<file path="src/rtl/router_fifo.sv">
// router_fifo: per-destination packet buffer of the 1x3 router.
// Each entry carries a header tag so the read side can count down the bytes left in a packet.
module router_fifo #(
    parameter int WIDTH = 8,
    parameter int DEPTH = 16,
    parameter int AW    = 4
) (
    input  logic             clk,
    input  logic             rst,
    input  logic             soft_reset,
    input  logic             write_enb,
    input  logic             read_enb,
    input  logic             lfd_state,
    input  logic [WIDTH-1:0] data_in,
    output logic [WIDTH-1:0] data_out,
    output logic             full,
    output logic             empty,
    output logic             pkt_busy
);
    localparam logic [AW:0] PTR_ONE = 1;

    logic [WIDTH:0] mem [DEPTH];
    logic [AW:0]    wr_ptr;
    logic [AW:0]    rd_ptr;
    logic [6:0]     pkt_cnt;
    logic [WIDTH:0] rd_word;
    logic           flush;
    logic           wr_acc;
    logic           rd_acc;

    assign flush    = rst | soft_reset;
    assign empty    = (wr_ptr == rd_ptr);
    assign full     = (wr_ptr[AW] != rd_ptr[AW]) && (wr_ptr[AW-1:0] == rd_ptr[AW-1:0]);
    assign wr_acc   = write_enb && !full && !flush;
    assign rd_acc   = read_enb && !empty && !flush;
    assign rd_word  = mem[rd_ptr[AW-1:0]];
    assign pkt_busy = (pkt_cnt != 7'd0);

    // Storage is never cleared; flushing only moves the pointers.
    always_ff @(posedge clk) begin
        if (wr_acc) begin
            mem[wr_ptr[AW-1:0]] <= {lfd_state, data_in};
        end
    end

    always_ff @(posedge clk) begin
        if (flush) begin
            wr_ptr <= '0;
            rd_ptr <= '0;
        end else begin
            if (wr_acc) begin
                wr_ptr <= wr_ptr + PTR_ONE;
            end
            if (rd_acc) begin
                rd_ptr <= rd_ptr + PTR_ONE;
            end
        end
    end

    // Header load covers payload plus the trailing parity byte.
    always_ff @(posedge clk) begin
        if (flush) begin
            pkt_cnt <= 7'd0;
        end else if (rd_acc) begin
            if (rd_word[WIDTH]) begin
                pkt_cnt <= 7'(rd_word[WIDTH-1:2]) + 7'd1;
            end else if (pkt_cnt != 7'd0) begin
                pkt_cnt <= pkt_cnt - 7'd1;
            end
        end
    end

    always_ff @(posedge clk) begin
        if (flush) begin
            data_out <= '0;
        end else if (rd_acc) begin
            data_out <= rd_word[WIDTH-1:0];
        end else if (pkt_cnt == 7'd0) begin
            data_out <= '0;
        end
    end

endmodule

</file>
<file path="config.mk">
export PLATFORM = sky130hd
export DESIGN_NAME = router_fifo
export DESIGN_NICKNAME = d
export VERILOG_FILES = /design/src/rtl/router_fifo.sv
export SDC_FILE = /design/constraint.sdc
export NUM_CORES = 1
export LEC_CHECK = 0
export CAP_MARGIN = 20
export CORE_MARGIN = 4
export CORE_UTILIZATION = 30
export CTS_BUF_LIST = sky130_fd_sc_hd__clkbuf_8 sky130_fd_sc_hd__clkbuf_16
export DETAILED_ROUTE_END_ITERATION = 10
export GPL_ROUTABILITY_DRIVEN = 1
export PLACE_DENSITY = 0.49
export SLEW_MARGIN = 0
export SYNTH_ARGS = -nofsm -noshare
export SYNTH_HDL_FRONTEND = slang
export SYNTH_SLANG_ARGS = --single-unit
</file>
<file path="constraint.sdc">
create_clock -name clk -period 2.4 [get_ports clk]
set_clock_uncertainty 0.05 [all_clocks]
set_input_delay 0.48 -clock clk [delete_from_list [all_inputs] [get_ports clk]]
set_output_delay 0.48 -clock clk [all_outputs]
set_load 0.02 [all_outputs]
</file>
======== Yosys cells after proc, flatten, opt, wreduce, memory -nomap -nowiden ========
Memory sizes are Yosys's and may differ from the RTL's. A register that Yosys moved wholly into a read port is not among the register bits.
Index checks and enable logic that the tools add are counted.
storage, ports and cells
  register bits after elaboration ......... 25
  RAM bits ................................ 144
  memories kept ........................... 1
operators by class
  add/subtract/negate cells ............... 4
  eq/ne operators ......................... 3
  muxes and demuxes ....................... 8
  bitwise operators ....................... 1
  reduce and logical (&&, ||, !) cells .... 13
memory list
  memory  words  bits a word  read ports  clocked after memory_dff  write ports  line  text
  mem     16     9            1           1                         1            22    logic [WIDTH:0] mem [DEPTH];
operators with widths
  cell                                                                number
  8-bit two-way mux                                                   2
  7-bit two-way mux                                                   2
  5-bit by 1-bit adder with 5-bit output, second input constant       2
  4-bit two-way mux                                                   2
  6-bit by 1-bit adder with 7-bit output, second input constant       1
  7-bit zero test                                                     1
  7-bit nonzero test                                                  1
  7-bit by 1-bit subtractor with 7-bit output, second input constant  1
  5-bit == test                                                       1
  1-bit logical AND                                                   5
  4-bit == test                                                       1
  2-bit nonzero test                                                  2
  1-bit zero test                                                     3
  1-bit two-way mux                                                   2
  2-bit AND reduction                                                 1
  1-bit inequality test                                               1
  1-bit OR                                                            1

======== Depth between registers and ports, before layout ========
  depth in word-level cells ............... 7
  depth in mapped cells ................... 9
  mapped depth without buffers ............ 7

======== Worst setup path after synthesis ========
No wires, ideal clock.
  path kind ............................... input to register
  start point ............................. input port soft_reset
  end point ............................... memory mem[3][0] in the netlist's numbering (enable)
  setup time .............................. 387 ps
  arrival ................................. 1,815 ps
  required time ........................... 1,963 ps
  path slack .............................. 149 ps
  cell stages on the path ................. 4
  path buffers ............................ 0
  path through ............................ nor2_1 -> o211a_1 -> nand2_1 -> nor3_1
between the ends
  longest elaborated chain between the ends .. 5
ends and longest elaborated chain
  item                                     line  text
  start, declared                          10    input logic soft_reset,
  1-bit OR                                 31    assign flush = rst | soft_reset;
  1-bit zero test                          34    assign wr_acc = write_enb && !full && !flush;
  1-bit logical AND                        34
  1-bit two-way mux                        41    if (wr_acc) begin
  1-bit two-way mux (implied by the code)  42    mem[wr_ptr[AW-1:0]] <= {lfd_state, data_in};
  end, declared                            22
Every way passes these cells.

======== Worst setup path after layout ========
  start point ............................. register pkt_cnt[0]
  end point ............................... output port pkt_busy
between the ends
  longest elaborated chain between the ends .. 1
ends and longest elaborated chain
  item                    line  text
  start, declared         25    logic [6:0] pkt_cnt;
  start signal, assigned  66    pkt_cnt <= 7'(rd_word[WIDTH-1:2]) + 7'd1;
  start signal, assigned  68    pkt_cnt <= pkt_cnt - 7'd1;
  7-bit nonzero test      37    assign pkt_busy = (pkt_cnt != 7'd0);
  end, declared           18    output logic pkt_busy
Every way passes these cells.

==> Flow_metrics.wiki <==
{| class="wikitable"
! Metric !! Value
|-
| Kind of start point of the critical path || register
|-
| Share of the synthesized area in the top cell type || about three fifths
|-
| Wirelength per Cell || about 20 µm
|-
| Number of primary I/O pins || 25
|-
| Worst min path class || register to register
|-
| Final setup violating endpoints || 0
|-
| Total overflow reported by the global router || 0
|-
| Total vias in the final route || about 3900
|-
| Number of diodes || 0
|-
| Max Root-Sink Buffers || 2
|-
| VDD IR max || roughly 0.00042 V
|-
| Pre-CTS worst setup slack || 27.4 ps
|-
| Fmax achieved || 434 MHz
|-
| Clock Sinks || between 150 and 200
|-
| Unrepaired setup endpoints after global routing || false
|-
| Number of max-capacitance violations reported || 0
|-
| DRC violation count after routing || 0
|-
| Final total negative setup slack || 0 ps
|-
| Layout Nets || 513
|-
| Final clock period utilization by the worst path || 96.1%
|-
| Floorplan core area || around 23000 µm²
|-
| Post-synthesis register bit count || about 170
|-
| IO Port Bufs || 24
|-
| Overall die width || roughly 160 µm
|-
| Largest net degree at the start of global routing || 37
|-
| Hold Fails Final Rpt || 0
|-
| Number of clock buffers inserted by TritonCTS || 17
|-
| Warnings from Yosys || 0
|-
| Status || complete, no violations
|-
| Most frequent standard cell in the layout excluding fill and tap cells || edfxtp_1
|-
| Hold_buf cts || 0
|-
| Number of rows created at floorplan || 55
|-
| Vias per std cell || 4.73
|-
| Final HPWL from detailed placement || ~10000 µm
|-
| Global-route wire length before repair || roughly 24000 µm
|-
| Distinct cells, synth || just over 40
|-
| Sequential element share of the synthesized area || between 60% and 70%
|-
| Leakage dissipation || 2.82 nW
|-
| Number of global-route vias before repair || 3839
|-
| Utilization after layout || 37.8%
|-
| Overall fraction of global-route tracks in use || roughly 13%
|-
| Critical path required time || roughly 1900 ps
|-
| Slowest stage cell, crit path || clkdlybuf4s50_1
|-
| Area delta synth->final || 22.6%
|-
| Post-Syn Area per Cell || about 17 µm²
|-
| Deepest level of the CTS H-tree || 4
|-
| Clock-pin slew on the worst setup and hold paths || 60 ps
|-
| Y dimension of the die || approximately 160 µm
|-
| Critical path peak fanout || 3
|-
| Netlist area before placement || about 7000 µm²
|-
| Fraction of final layout cells sized beyond drive strength 1 || 23.8%
|-
| Mapped Nets || 434
|-
| Number of antenna violations at the first check in global routing || 0
|-
| Max-slew violation count || 0
|-
| Flip-flop cell with the highest count after synthesis || edfxtp_1
|-
| Count of mapped cells out of synthesis || between 400 and 500
|-
| Initial core utilization || a little under a third
|-
| Power per cell area || 717 nW/µm²
|-
| Drt first-iter violations || 306
|-
| Min setup slack post-route || around 94 ps
|-
| Post-detailed-route count of antenna-violating nets || 0
|-
| Worst hold slack || 416 ps
|-
| CTS tree || yes
|-
| Min Tclk post-route || 2310 ps
|-
| WL final || ~16000 µm
|-
| Cell accounting for the most synthesized area || edfxtp_1
|-
| Transition time of the tightest slew-check pin || 627 ps
|-
| CTS root buffer || clkbuf_16
|-
| Async set-or-reset flop fraction in the synthesized netlist || 0%
|-
| Slowest cell delay on critical path || around 610 ps
|-
| Series of cell instances along the critical path || inv_1 -> ha_1 -> nand3_1 -> clkdlybuf4s50_1
|-
| Startpoint-to-endpoint class of the critical path || register to primary output
|-
| Commonest non-fill, non-tap cells in the layout || edfxtp_1, buf_4, nor2_1
|-
| Ranking of synthesized cells by area || edfxtp_1, dfxtp_1, mux4_2, mux4_1, nor2_1
|-
| Number of synthesized flops with an enable pin || between 100 and 150
|-
| Arrival time of the worst setup path || about 1800 ps
|-
| Overall Power || 0.00619 W
|-
| Worst slew margin || between 50% and 60%
|-
| Die area || 26000 µm²
|-
| Worst Setup End Kind || primary output
|-
| Clock Latency Late Sink || around 430 ps
|-
| Gpl congestion || about 0.77
|-
| Iteration count of the initial detailed-routing pass || 4
|}
[cell families (layout without fill, tap and decap cells)]
group                      Yosys count  in the layout  share of synthesized area, %
buffers and inverters               25            117                          2.15
xor gates and xnor gates            16             16                          1.99
DFF                                173            173                          69.6
muxes                               40             40                          13.3
adders and majority gates            8              8                          1.42
AOI/OAI and AO/OA                   50             50                          4.99
and+or+nand+nor                    100            100                          6.53
[power breakdown]
part           switching [W]  internal (W)
clock network        0.00116       0.00155
logic               0.000127     0.0000937
registers         0.00000663       0.00326
[cell usage after synthesis (3+ instances only)]
master and n:
a22oi_1 11, nand3_1 18, xnor2_1 8, nor3_1 7, a22oi_2 4, xor2_1 8
nand2_1 25, o21ai_1 5, edfxtp_1 144, nand2b_1 3, mux4_2 21, nor2b_1 3
clkbuf_1 8, buf_2 8, nand4_1 3, o21ai_0 5, a21oi_1 13, mux4_1 17
nor2_1 33, inv_1 4, ha_1 8, dfxtp_1 29
[worst paths after layout]
check                              to  slack (ps)                startpoint  depth (start not counted)
max                          pkt_busy          90   pkt_cnt[0]$_SDFFE_PP0P_                          4
min          data_out[5]$_SDFFE_PP0P_         420  data_out[5]$_SDFFE_PP0P_                          2
max reg2reg   pkt_cnt[4]$_SDFFE_PP0P_         120                  register                          7
min reg2reg  data_out[5]$_SDFFE_PP0P_         420  data_out[5]$_SDFFE_PP0P_                          2
[state kept, by name, indices dropped and copies added (netlist names), named ones only]
signal and flops:
mem 144, rd_ptr 5, wr_ptr 5, pkt_cnt 7
data_out 8
[metrics by stage]
step                      instance area (µm²)  instances
after floorplan                          7050        412
after global placement                   7890        767
after detailed placement                 7890        767
after CTS                                8480        800
after global routing                     8640        817
final                                    8640        817
[worst max-delay path, delay by kind of cell, from the launching register on]
family,cells,cell delay [ps]
AND/OR/NAND/NOR,1,90
flip-flops,1,360
adder cells (fa/ha/maj),1,210
buffers and inverters,2,700
[area by class of cell]
cell class              instances  area, µm²
clock buffers                  17        425
clock inverters                15        158
fillers                      2152      14200
inverters                       4       15.0
multi-input cells             214       2010
flip-flops and latches        173       4910
well taps                     313        392
repair buffers                 81        733
[metal layers]
metal	wire length (µm)	GRT usage, %
met1	7530	17.1
met4	240	3.96
met2	7750	19.8
met5	0	0
met3	708	3.06
[what timing repair did]
action / 4_1_cts / 5_1_grt
setup buffers: 1 / 16
gates cloned: 0 / 1
resized for setup: 2 / 4
setup endpoints to repair: 2 / 6
No activity file was read; power rests on OpenSTA's default activity.
